===== config.mk =====
export PLATFORM = sky130hd
export DESIGN_NAME = snax_csr_manager_flat
export DESIGN_NICKNAME = d
export VERILOG_FILES = /design/src/rtl/snax_csr_pkg.sv /design/src/rtl/snax_csr_manager_if.sv /design/src/rtl/snax_csr_rsp_reg.sv /design/src/rtl/snax_csr_manager.sv /design/src/flat_wrapper.sv
export SDC_FILE = /design/constraint.sdc
export NUM_CORES = 1
export LEC_CHECK = 0
export ABC_AREA = 1
export BUFFER_PORTS_ARGS = -buffer_cell sky130_fd_sc_hd__clkbuf_2
export CELL_PAD_IN_SITES_DETAIL_PLACEMENT = 1
export CELL_PAD_IN_SITES_GLOBAL_PLACEMENT = 1
export CORE_MARGIN = 2
export CORE_UTILIZATION = 37
export CTS_BUF_LIST = sky130_fd_sc_hd__clkbuf_4 sky130_fd_sc_hd__clkbuf_8 sky130_fd_sc_hd__clkbuf_16
export DETAILED_ROUTE_END_ITERATION = 10
export HOLD_SLACK_MARGIN = 0.06
export PLACE_DENSITY_LB_ADDON = 0.08
export SYNTH_ARGS = -nofsm -noshare
export SYNTH_HDL_FRONTEND = slang
export SYNTH_SLANG_ARGS = --single-unit

===== constraint.sdc =====
create_clock -name clk_i -period 19.05 [get_ports clk_i]
set_clock_uncertainty 0.15 [all_clocks]
set_input_delay 3.81 -clock clk_i [delete_from_list [all_inputs] [get_ports clk_i]]
set_output_delay 3.81 -clock clk_i [all_outputs]
set_load 0.01 [all_outputs]

===== src/rtl/snax_csr_pkg.sv =====
// Shared definitions for the SNAX CSR manager: FSM states, status bit layout and
// address map helpers derived from the number of RW CSRs.
package snax_csr_pkg;

  typedef enum logic [0:0] {
    StIdle,
    StLaunch
  } state_e;

  // STATUS word: bit 0 is "launch pending", all other bits read as zero.
  localparam int unsigned StatusLaunchBit = 0;

  // Last RW CSR doubles as the START register.
  function automatic logic [31:0] start_addr(int unsigned num_rw);
    return 32'(num_rw - 1);
  endfunction

  // STATUS sits directly after the RW block.
  function automatic logic [31:0] status_addr(int unsigned num_rw);
    return 32'(num_rw);
  endfunction

  // Read-only accelerator status words follow STATUS.
  function automatic logic [31:0] ro_base(int unsigned num_rw);
    return 32'(num_rw + 1);
  endfunction

endpackage


===== src/rtl/snax_csr_manager_if.sv =====
// CSR request/response bus between a host (master) and the CSR manager (slave).
interface snax_csr_manager_if;

  logic [31:0] req_bits_data;
  logic [31:0] req_bits_addr;
  logic        req_bits_write;
  logic        req_valid;
  logic        req_ready;
  logic        rsp_valid;
  logic        rsp_ready;
  logic [31:0] rsp_bits_data;

  modport master (
    output req_bits_data, req_bits_addr, req_bits_write, req_valid, rsp_ready,
    input  req_ready, rsp_valid, rsp_bits_data
  );

  modport slave (
    input  req_bits_data, req_bits_addr, req_bits_write, req_valid, rsp_ready,
    output req_ready, rsp_valid, rsp_bits_data
  );

endinterface


===== src/rtl/snax_csr_rsp_reg.sv =====
// One-entry valid/ready holding register for CSR read responses.
module snax_csr_rsp_reg #(
  parameter int unsigned Width = 32
) (
  input  logic             clk_i,
  input  logic             rst_i,
  input  logic             load_i,
  input  logic [Width-1:0] data_i,
  input  logic             ready_i,
  output logic             valid_o,
  output logic [Width-1:0] data_o,
  output logic             free_o
);

  logic             valid_q, valid_d;
  logic [Width-1:0] data_q, data_d;

  // Load wins over drain so back-to-back reads keep full throughput.
  always_comb begin
    valid_d = valid_q;
    data_d  = data_q;
    if (load_i) begin
      valid_d = 1'b1;
      data_d  = data_i;
    end else if (valid_q && ready_i) begin
      valid_d = 1'b0;
      data_d  = '0;
    end
  end

  // Response state register.
  always_ff @(posedge clk_i or posedge rst_i) begin
    if (rst_i) begin
      valid_q <= 1'b0;
      data_q  <= '0;
    end else begin
      valid_q <= valid_d;
      data_q  <= data_d;
    end
  end

  assign valid_o = valid_q;
  assign data_o  = data_q;
  assign free_o  = !valid_q || ready_i;

endmodule


===== src/rtl/snax_csr_manager.sv =====
// CSR manager: RW config registers, STATUS and RO status words behind a
// valid/ready CSR bus, plus a launch handshake that hands a config snapshot
// to the accelerator when START is written.
module snax_csr_manager
  import snax_csr_pkg::*;
#(
  parameter int unsigned NumRwCsr = 8,
  parameter int unsigned NumRoCsr = 2
) (
  input  logic                       clk_i,
  input  logic                       rst_i,
  snax_csr_manager_if.slave          csr_io,
  output logic [NumRwCsr-1:0][31:0]  cfg_data_o,
  output logic                       cfg_valid_o,
  input  logic                       cfg_ready_i,
  input  logic [NumRoCsr-1:0][31:0]  ro_csr_i
);

  localparam logic [31:0] StartAddr  = start_addr(NumRwCsr);
  localparam logic [31:0] StatusAddr = status_addr(NumRwCsr);
  localparam logic [31:0] RoBase     = ro_base(NumRwCsr);

  state_e                     state_q, state_d;
  logic [NumRwCsr-1:0][31:0]  csr_q, csr_d;
  logic [NumRwCsr-1:0][31:0]  cfg_q, cfg_d;
  logic                       is_start, rd_free;
  logic                       wr_fire, rd_fire, launch_fire;
  logic [31:0]                rd_data;

  assign is_start = (csr_io.req_bits_addr == StartAddr);

  // Ready never looks at req_valid: START stalls while a launch is pending,
  // reads stall only while the response slot is occupied and not draining.
  assign csr_io.req_ready = csr_io.req_bits_write ? !(is_start && state_q == StLaunch)
                                                  : rd_free;

  assign wr_fire     = csr_io.req_valid && csr_io.req_ready && csr_io.req_bits_write;
  assign rd_fire     = csr_io.req_valid && csr_io.req_ready && !csr_io.req_bits_write;
  assign launch_fire = wr_fire && is_start && (state_q == StIdle);

  // Read data mux over the address map; unmapped addresses read as zero.
  always_comb begin
    rd_data = '0;
    for (int unsigned i = 0; i < NumRwCsr; i++) begin
      if (csr_io.req_bits_addr == i) rd_data = csr_q[i];
    end
    if (csr_io.req_bits_addr == StatusAddr) rd_data[StatusLaunchBit] = (state_q == StLaunch);
    for (int unsigned i = 0; i < NumRoCsr; i++) begin
      if (csr_io.req_bits_addr == RoBase + i) rd_data = ro_csr_i[i];
    end
  end

  // Next-state for RW CSRs, launch snapshot and FSM.
  always_comb begin
    csr_d   = csr_q;
    cfg_d   = cfg_q;
    state_d = state_q;
    if (wr_fire) begin
      for (int unsigned i = 0; i < NumRwCsr; i++) begin
        if (csr_io.req_bits_addr == i) csr_d[i] = csr_io.req_bits_data;
      end
    end
    unique case (state_q)
      StIdle: begin
        if (launch_fire) begin
          state_d = StLaunch;
          // csr_d already carries the START write data in the last slot.
          cfg_d   = csr_d;
        end
      end
      StLaunch: begin
        if (cfg_ready_i) state_d = StIdle;
      end
      default: state_d = StIdle;
    endcase
  end

  // State registers.
  always_ff @(posedge clk_i or posedge rst_i) begin
    if (rst_i) begin
      state_q <= StIdle;
      csr_q   <= '0;
      cfg_q   <= '0;
    end else begin
      state_q <= state_d;
      csr_q   <= csr_d;
      cfg_q   <= cfg_d;
    end
  end

  assign cfg_data_o  = cfg_q;
  assign cfg_valid_o = (state_q == StLaunch);

  snax_csr_rsp_reg #(
    .Width (32)
  ) u_rsp_reg (
    .clk_i   (clk_i),
    .rst_i   (rst_i),
    .load_i  (rd_fire),
    .data_i  (rd_data),
    .ready_i (csr_io.rsp_ready),
    .valid_o (csr_io.rsp_valid),
    .data_o  (csr_io.rsp_bits_data),
    .free_o  (rd_free)
  );

endmodule


===== src/flat_wrapper.sv =====
// flat-port wrapper written by rule: the top's interface ports become plain ports
module snax_csr_manager_flat import snax_csr_pkg::*;
#(
  parameter int unsigned NumRwCsr = 8,
  parameter int unsigned NumRoCsr = 2
)
  (clk_i, rst_i, cfg_data_o, cfg_valid_o, cfg_ready_i, ro_csr_i, csr_io_req_bits_data, csr_io_req_bits_addr, csr_io_req_bits_write, csr_io_req_valid, csr_io_rsp_ready, csr_io_req_ready, csr_io_rsp_valid, csr_io_rsp_bits_data);
  snax_csr_manager_if csr_io_i ();
  input  logic clk_i;
  input  logic rst_i;
  output logic [NumRwCsr-1:0][31:0] cfg_data_o;
  output logic cfg_valid_o;
  input  logic cfg_ready_i;
  input  logic [NumRoCsr-1:0][31:0] ro_csr_i;
  input wire logic [$bits(csr_io_i.req_bits_data)-1:0] csr_io_req_bits_data;
  input wire logic [$bits(csr_io_i.req_bits_addr)-1:0] csr_io_req_bits_addr;
  input wire logic [$bits(csr_io_i.req_bits_write)-1:0] csr_io_req_bits_write;
  input wire logic [$bits(csr_io_i.req_valid)-1:0] csr_io_req_valid;
  input wire logic [$bits(csr_io_i.rsp_ready)-1:0] csr_io_rsp_ready;
  output wire logic [$bits(csr_io_i.req_ready)-1:0] csr_io_req_ready;
  output wire logic [$bits(csr_io_i.rsp_valid)-1:0] csr_io_rsp_valid;
  output wire logic [$bits(csr_io_i.rsp_bits_data)-1:0] csr_io_rsp_bits_data;
  assign csr_io_i.req_bits_data = csr_io_req_bits_data;
  assign csr_io_i.req_bits_addr = csr_io_req_bits_addr;
  assign csr_io_i.req_bits_write = csr_io_req_bits_write;
  assign csr_io_i.req_valid = csr_io_req_valid;
  assign csr_io_i.rsp_ready = csr_io_rsp_ready;
  assign csr_io_req_ready = csr_io_i.req_ready;
  assign csr_io_rsp_valid = csr_io_i.rsp_valid;
  assign csr_io_rsp_bits_data = csr_io_i.rsp_bits_data;
  snax_csr_manager #(.NumRwCsr(NumRwCsr), .NumRoCsr(NumRoCsr)) u_core (.clk_i(clk_i), .rst_i(rst_i), .csr_io(csr_io_i), .cfg_data_o(cfg_data_o), .cfg_valid_o(cfg_valid_o), .cfg_ready_i(cfg_ready_i), .ro_csr_i(ro_csr_i));
endmodule

## Word-level counts from Yosys, hierarchy flattened

Index checks and enable logic that the tools add are counted.
Widths: inputs -> output; s select.

- Equal/unequal tests: 10
- Mux-type cells: 28
- Bitwise operators: 1
- Reductions and logical operators: 14

Operators by type and width:

| operator | count |
|---|---|
| $mux 32 | 20 |
| $mux 256 | 1 |
| $eq 32x3->1 const B | 4 |
| $eq 32x4->1 const B | 3 |
| $eq 32x2->1 const B | 2 |
| $eq 32x1->1 const B | 1 |
| $logic_not 32->1 | 1 |
| $logic_and 1x1->1 | 7 |
| $mux 1 | 6 |
| $logic_not 1->1 | 3 |
| $pmux 1 s2 | 1 |
| $reduce_and 2->1 | 1 |
| $reduce_bool 2->1 | 1 |
| $logic_or 1x1->1 | 1 |
| $not 1->1 | 1 |

- Register bits: 546
- Input port bits: 134
- Output and inout bits: 291

## Logic depth before layout (Yosys ltp)

Gate-level depths: netlist of the first run.

- Depth in word-level cells: 13
- Gate-level depth with buffers: 16
- Depth with buffers taken out: 15

## Modules after synthesis

Synthesis of the first run repeated with hierarchy kept, for this count alone.

- Cell total of the unflattened synthesis: 3192
- Area, all modules: 24920.2 um^2

By module, submodules not included:

| module | times used | cells an instance | area each (um^2) | seq. area each (um^2) |
|---|---|---|---|---|
| snax_csr_manager | 1 | 3047 | 23497.5 | 12837.3 |
| snax_csr_rsp_reg | 1 | 145 | 1422.6 | 825.8 |

## Worst setup path before layout of the first run

No wires, ideal clock.

- Kind: input to output
- From: input port csr_io_req_bits_addr[7]
- To: output port csr_io_req_ready
- Data arrival time: 4.617 ns
- Required time: 15.090 ns
- Setup slack: 10.473 ns
- Cell stages on the path: 6
- Path buffers: 0
- Cells stage by stage: nor2_1 -> nand2_1 -> nor2_1 -> nand3_1 -> nor3_1 -> a21oi_1

- Word-level cells in the longest chain between the ends: 4

RTL lines:

| element | RTL line | source |
|---|---|---|
| from (decl) | flat_wrapper.sv:16 | `input wire logic [$bits(csr_io_i.req_bits_addr)-1:0] csr_io_req_bits_addr;` |
| $eq 32x3->1 | snax_csr_manager.sv:30 | `assign is_start = (csr_io.req_bits_addr == StartAddr);` |
| $logic_and 1x1->1 | snax_csr_manager.sv:34 | `assign csr_io.req_ready = csr_io.req_bits_write ? !(is_start && state_q == StLaunch)` |
| $logic_not 1->1 | snax_csr_manager.sv:34 |  |
| $mux 1 | snax_csr_manager.sv:34 |  |
| to (decl) | flat_wrapper.sv:20 | `output wire logic [$bits(csr_io_i.req_ready)-1:0] csr_io_req_ready;` |

Every way passes these cells.

## Final worst setup path of the first run

Same ends and word-level chain as after synthesis.

==> results of run 1 <==
-- worst min-delay path, cell delays in order, from the launching register on --
cell and delay, ns:
dfrtp_1 0.34, nand2_1 0.06, nand2_1 0.05
-- synth_stat cells, types with 16 or more instances --
cell | instances | area, µm²
a21oi_1 | 118 | 591
buf_2 | 56 | 280
clkbuf_1 | 87 | 327
dfrtp_1 | 546 | 13700
inv_1 | 133 | 499
nand2_1 | 1257 | 4720
nand3_1 | 68 | 340
nand4_1 | 33 | 206
nor2_1 | 265 | 995
nor3_1 | 16 | 80.1
o21ai_0 | 231 | 1160
or2_2 | 16 | 100
-- per-stage QoR --
step	instances	hold slack [ns]	instance area, µm²
4_1_cts	4091	0.332	28000
2_1_floorplan	2850	0.303	23100
5_1_grt	4093	0.350	28000
6_report	4093	0.328	28000
3_5_place_dp	3980	0.315	25900
3_3_place_gp	3980	0.313	25900
-- kinds of logic after synthesis --
family / Yosys count
flip-flops: 546
AND/OR/NAND/NOR: 1662
AO/OA/AOI/OAI: 350
buffers and inverters: 292
-- worst max path at each step --
stage	startpoint	to	slack, ns	depth (start not counted)
2_1_floorplan	rst_i	u_core.cfg_data_o[0]	7.66	1
3_3_place_gp	csr_io_req_bits_addr[7]	csr_io_req_ready	9.73	8
3_5_place_dp	csr_io_req_bits_addr[7]	csr_io_req_ready	9.68	8
4_1_cts	csr_io_req_bits_addr[7]	csr_io_req_ready	9.68	8
5_1_grt	csr_io_req_bits_addr[7]	csr_io_req_ready	9.52	8
6_report	csr_io_req_bits_addr[7]	csr_io_req_ready	9.65	8
-- per-layer routing --
layer | vias up | share of wire, % | track usage [%]
met2 | 599 | 47 | 48.9
met5 | - | 0.038 | 0
met3 | 147 | 5.0 | 4.45
met4 | 6 | 4.2 | 12.0
li1 | 9600 | - | -
met1 | 10782 | 44 | 40.8
-- final cells by class --
type	instances	share of cell area, %
Timing Repair Buffer	449	8.34
Inverter	136	1.85
Multi-Input combinational cell	2012	29.7
Clock inverter	21	0.992
Clock buffer	90	6.58
Antenna cell	2	0.0179
Tap cell	837	3.74
Sequential cell	546	48.8
-- flip-flops by register name (all words and copies together), names as in the netlist --
register                  count
u_core.cfg_data_o           256
u_core.csr_q                256
u_core.u_rsp_reg.data_o      32
u_core.cfg_valid_o            1
u_core.u_rsp_reg.valid_o      1
-- power by group through the flow --
stage / registers, µW / clock network (µW) / logic (µW)
2_1_floorplan: 1180 / 0 / 29.8
3_3_place_gp: 1180 / 0 / 80.9
3_5_place_dp: 1180 / 0 / 81.5
4_1_cts: 1160 / 1270 / 81.6
5_1_grt: 1160 / 1320 / 86.4
6_report: 1160 / 1250 / 80.4
==> metrics.md, run 1 <==
| Metric | Value |
|---|---|
| Reg2reg start | u_core.cfg_valid_o |
| Post-synth EDFFs | 0 |
| Floorplan row count | 91 |
| Initial core utilization | 37.4% |
| DRC | 0 |
| Die width | 254 µm |
| Worst Reg-to-Reg Cells | 8 |
| Outcome | finished clean |
| Startpoint Class | input pin |
| Minimum clock period after layout | 9.40 ns |
| Final period utilization | 49.3% |
| Port Buf Inserts | 424 |
| Final wirelength | 98,300 µm |
| Hold path depth | 2 |
| Launch point of the worst hold path | u_core.cfg_data_o[159] |
| Placeable Area | 61,700 µm² |
| Critical Path Max Stage Delay | 0.38 ns |
| Die ar. | 64,500 µm² |
| Maxcap violations | 0 |
| Int Pwr | 1920 µW |
| Initial antenna violation count | 6 |
| CTS resizes | 0 |
| Vias | 21,134 |
| Hold Vio Cnt, Final | 0 |
| Synth Area in Compound Gates | 7.65% |
| Worst IR Drop VDD | 63.8 µV |
| Element type at the critical path end | primary output |
| Design Power | 2490 µW |
| Antenna Violating Nets Remaining | 0 |
| Clk sinks | 546 |
| Setup TNS | 0 ns |
| Largest family of logic cells by synthesized area | simple AND/OR/NAND/NOR gates |
| Synthesized area | 23,100 µm² |
| Worst-path clk slew | 0.06 ns |
| WP buf/inv | 2 |
| # IOs | 425 |
| Hold WC Path Type | reg2reg |
| PwrDens | 89.0 nW/µm² |
| Worst EP required | 15.09 ns |
| Post-synthesis simple-gate area fraction | 28.1% |
| DR vias/cell | 5.16 |
| Commonest non-fill, non-tap cell in the layout | nand2_1 |
| Post-CTS Setup Bufs | 0 |
| Mapped Avg Cell Area | 8.11 µm² |
| Final Worst Setup Slack | 9.65 ns |
| RSZ-0062 raised after global routing | no |
| CTS Buf Count | 60 |
| Worst Hold Path EP | u_core.cfg_data_o[159] |
| Vias in the first global route | 21,624 |
| Worst EP arrival | 5.44 ns |
| Post-synthesis sequential area ratio | 59.1% |
| Post-Synth XOR/XNOR Area | 0% |
| Share of cells above drive strength 1 | 18.3% |
| CP Max Fanout | 9 |
| H-tree depth | 2 |
| Worst r2r dst | u_core.cfg_data_o[217] |
| Root Driver | clkbuf_16 |
| Clock Path Buffers | 3 |
| Leakage power | 0.0159 µW |
| Grt total ovfl | 0 |
| Sequential power share | 46.5% |
| Sw Pwr | 571 µW |
| Multi-input gate area | 8310 µm² |
| Largest net degree at the start of global routing | 171 |
| Synthesized netlist cell count | 2,850 |
| Final setup vio count | 0 |
| Clock Power Share | 50.2% |
| Final Max Tran Viols | 0 |
| Worst-Margin Slew | 1.13 ns |
| Comb pwr share | 3.2% |
| Synth Warn # | 0 |
| Routed len/inst | 24.0 µm |
| Dpl ws | 9.68 ns |
| Nets | 3,339 |
| TritonCTS clock tree | yes |
| Commonest cells after routing, fill and taps aside | 1,255 x nand2_1, 546 x dfrtp_1, 424 x clkbuf_2 |
| Critical path's top delay family | simple AND/OR/NAND/NOR gates |
| All-layer global routing usage | 30.2% |
| Critical path type | in2out |
| Max Fclk | 106 MHz |
| Sw Ratio | 22.9% |
| Global-route wire length before repair | 142,000 µm |
| Async SR Flop Fraction | 100% |
| Gpl congestion | 0.892 |
| Net Count, Synth | 2,984 |
| Layout overhead on the synthesized area | 21.2% |
| HPWL Detailed | 70,100 µm |
| #FFs+latches synth | 546 |
| Fillers | 7,563 |
| Register area | 13,700 µm² |
| Multiplexer share of the synthesized area | 0% |
| Internal reg-to-reg setup slack | 15.11 ns |
| Starting DRT DRC Count | 1,551 |
| CP max-delay cell | nor2_1 |
| Ordered list of cells on the worst path | clkbuf_2 > nor2_1 > nand2_1 > nor2_1 > nand3_1 > nor3_1 > a21oi_1 > clkbuf_2 |
| Synth Area in Adders | 0% |
| Skew-Pair Late Insertion Delay | 0.64 ns |
| Rel. slew slack | 24.7% |
| DRT Pass-1 Iters | 5 |
| Die Span Y | 254 µm |
| Synth unique cells | 21 |
| Post-CTS Hold Fix Bufs | 0 |
| Most used DFF post-synth | dfrtp_1 |
| Core Util, Final | 45.4% |
(Power assumes the default switching activity.)
==> run 2, diff against run 1 <==
--- a/config.mk
+++ b/config.mk
@@ -10,7 +10,7 @@
 export CELL_PAD_IN_SITES_DETAIL_PLACEMENT = 1
 export CELL_PAD_IN_SITES_GLOBAL_PLACEMENT = 1
 export CORE_MARGIN = 2
-export CORE_UTILIZATION = 37
+export CORE_UTILIZATION = 41
 export CTS_BUF_LIST = sky130_fd_sc_hd__clkbuf_4 sky130_fd_sc_hd__clkbuf_8 sky130_fd_sc_hd__clkbuf_16
 export DETAILED_ROUTE_END_ITERATION = 10
 export HOLD_SLACK_MARGIN = 0.06
==> constraint.sdc (replaced) <==
create_clock -name clk_i -period 9.4 [get_ports clk_i]
set_clock_uncertainty 0.15 [all_clocks]
set_input_delay 1.88 -clock clk_i [delete_from_list [all_inputs] [get_ports clk_i]]
set_output_delay 1.88 -clock clk_i [all_outputs]
set_load 0.01 [all_outputs]
==> run 2 against run 1 <==
Register-to-register slack worse by 8.9 ns. Power up 110%. Routed wire length down 2.6%. Die area is 9.6% lower. Critical endpoint is now u_core.cfg_data_o[176].
==> metrics.md, run 2 (same netlist as run 1, synthesis figures left out) <==
| Metric | Value |
|---|---|
| Outcome | finished clean |
| Port Buf Inserts | 424 (unchanged) |
| Final setup vio count | 0 (unchanged) |
| Max Fclk | 161 MHz |
| Layout overhead on the synthesized area | 21.2% (about the same) |
| Leakage power | 0.0159 µW (+0.21%) |
| Worst Reg-to-Reg Cells | 8 (unchanged) |
| Die width | 241 µm (-4.9%) |
| Worst-path clk slew | 0.06 ns (about the same) |
| DRC | 0 (unchanged) |
| PwrDens | 183 nW/µm² (+110%) |
| Hold WC Path Type | reg2reg |
| Placeable Area | 56,100 µm² (-9.2%) |
| Maxcap violations | 0 (unchanged) |
| CTS resizes | 0 (unchanged) |
| Worst r2r dst | u_core.cfg_data_o[176] |
| Initial core utilization | 41.2% (+3.8 points) |
| Routed length on met1 | 40,900 µm (-4.6%) |
| Minimum clock period after layout | 6.22 ns |
| Post-CTS Setup Bufs | 0 (unchanged) |
| All-layer global routing usage | 32.7% (+2.5 points) |
| Largest net degree at the start of global routing | 142 (-17%) |
| Worst-Margin Slew | 1.17 ns (+0.0423 ns) |
| Setup TNS | 0 ns (unchanged) |
| Skew-Pair Late Insertion Delay | 0.63 ns (about the same) |
| Startpoint Class | input pin |
| Hold Vio Cnt, Final | 0 (unchanged) |
| Floorplan row count | 87 (-4.4%) |
| Grt total ovfl | 0 (unchanged) |
| RSZ-0062 raised after global routing | no |
| Rel. slew slack | 21.9% (-2.8 points) |
| Global-route wire length before repair | 139,000 µm (-1.9%) |
| Vias in the first global route | 21,717 (+0.43%) |
| Met3 routed WL | 5590 µm (+13%) |
| CTS Buf Count | 59 (-1.7%) |
| Die ar. | 58,300 µm² (-9.6%) |
| DR vias/cell | 5.30 (+2.6%) |
| HPWL Detailed | 68,900 µm (-1.7%) |
| TritonCTS clock tree | yes |
| DRT Pass-1 Iters | 5 (unchanged) |
| Clock Path Buffers | 3 (unchanged) |
| Vias | 21,262 (+0.61%) |
| Critical path type | in2reg |
| Post-Place Cells | 3,900 (-2.0%) |
| Final wirelength | 95,700 µm (-2.6%) |
| Commonest non-fill, non-tap cell in the layout | nand2_1 |
| Hold path depth | 2 (unchanged) |
| Starting DRT DRC Count | 1,758 (+13%) |
| Worst IR Drop VDD | 136 µV (+110%) |
| Launch point of the worst hold path | u_core.cfg_data_o[78] |
| Die Span Y | 241 µm (-4.9%) |
| Nets | 3,339 (unchanged) |
| Worst EP arrival | 6.63 ns (+1.19 ns) |
| Internal reg-to-reg setup slack | 6.24 ns (-8.87 ns) |
| Final period utilization | 66.2% |
| Worst EP required | 9.80 ns (-5.29 ns) |
| Design Power | 5120 µW (+110%) |
| Gpl congestion | 0.920 (+3.2%) |
| Metal2 WL | 44,600 µm (-3.8%) |
| Antenna Violating Nets Remaining | 0 (unchanged) |
| Root Driver | clkbuf_16 |
| Post-CTS Hold Fix Bufs | 0 (unchanged) |
| CP Max Fanout | 133 (+124) |
| Post-DP Area | 25,800 µm² (-0.31%) |
| Hold Slack | 0.328 ns (-0.000578 ns) |
| H-tree depth | 2 (unchanged) |
| Final Non-Filler Cells | 4,013 (-2.0%) |
| Final Max Tran Viols | 0 (unchanged) |
| Initial antenna violation count | 3 (-3) |
| Share of cells above drive strength 1 | 18.3% (+0.025 points) |
| Worst Hold Path EP | u_core.cfg_data_o[78] |
| Design area | 28,000 µm² (about the same) |
| Reg2reg start | u_core.cfg_valid_o |
| Top sig layer | met5 |
| Element type at the critical path end | flop |
| Clk sinks | 546 (unchanged) |
| Routed len/inst | 23.9 µm (-0.67%) |
| Commonest cells after routing, fill and taps aside | 1,255 x nand2_1, 546 x dfrtp_1, 424 x clkbuf_2 |
| # IOs | 425 (unchanged) |
==> run 2: worst max-delay path by stage <==
stage,slack (ns),to,depth (start not counted),from
6_report,3.18,u_core.cfg_data_o[176],13,csr_io_req_bits_addr[31]
3_5_place_dp,2.62,u_core.cfg_data_o[126],13,csr_io_req_bits_addr[31]
4_1_cts,3.26,u_core.cfg_data_o[165],13,csr_io_req_bits_addr[31]
5_1_grt,2.75,u_core.cfg_data_o[165],13,csr_io_req_bits_addr[31]
3_3_place_gp,2.78,u_core.cfg_data_o[156],13,csr_io_req_bits_addr[31]
2_1_floorplan,-0.06,u_core.cfg_data_o[0],1,rst_i
==> run 2: worst max-delay path, stage by stage <==
cell,delay [ns]
clkbuf_2,0.08
nor2_1,0.19
nand2_1,0.08
nor2_1,0.10
nand2_1,0.20
nor2_4,0.82
nand3_1,0.31
clkinv_1,0.70
nand2_4,0.49
inv_6,0.92
buf_12,0.40
nand2_1,0.13
nand2_1,0.07
==> run 2: area by class of cell <==
class,count,area [µm²]
diodes,2,5.00
clock buffers,88,1820
clock inverters,23,374
fillers,6864,28100
inverters,136,519
multi-input cells,2012,8310
flip-flops and latches,546,13700
well taps,756,946
repair buffers,450,2350
==> run 2: stage by stage <==
step	utilization (%)	setup WS [ns]
2_1_floorplan	-	-0.0579
3_3_place_gp	46.0	2.78
3_5_place_dp	46.0	2.62
4_1_cts	49.9	3.26
5_1_grt	49.9	2.75
6_report	49.9	3.18
==> run 2: power by group <==
part           internal [µW]  total, µW  switching (µW)
Combinational           29.6        164             135
Sequential              2350       2350           0.336
Clock                   1580       2600            1020
==> run 2: layer usage <==
layer / up-vias / track usage (%)
met5: - / 0
met4: 2 / 15.4
met3: 173 / 4.32
met2: 713 / 51.7
met1: 10763 / 44.9
li1: 9611 / -
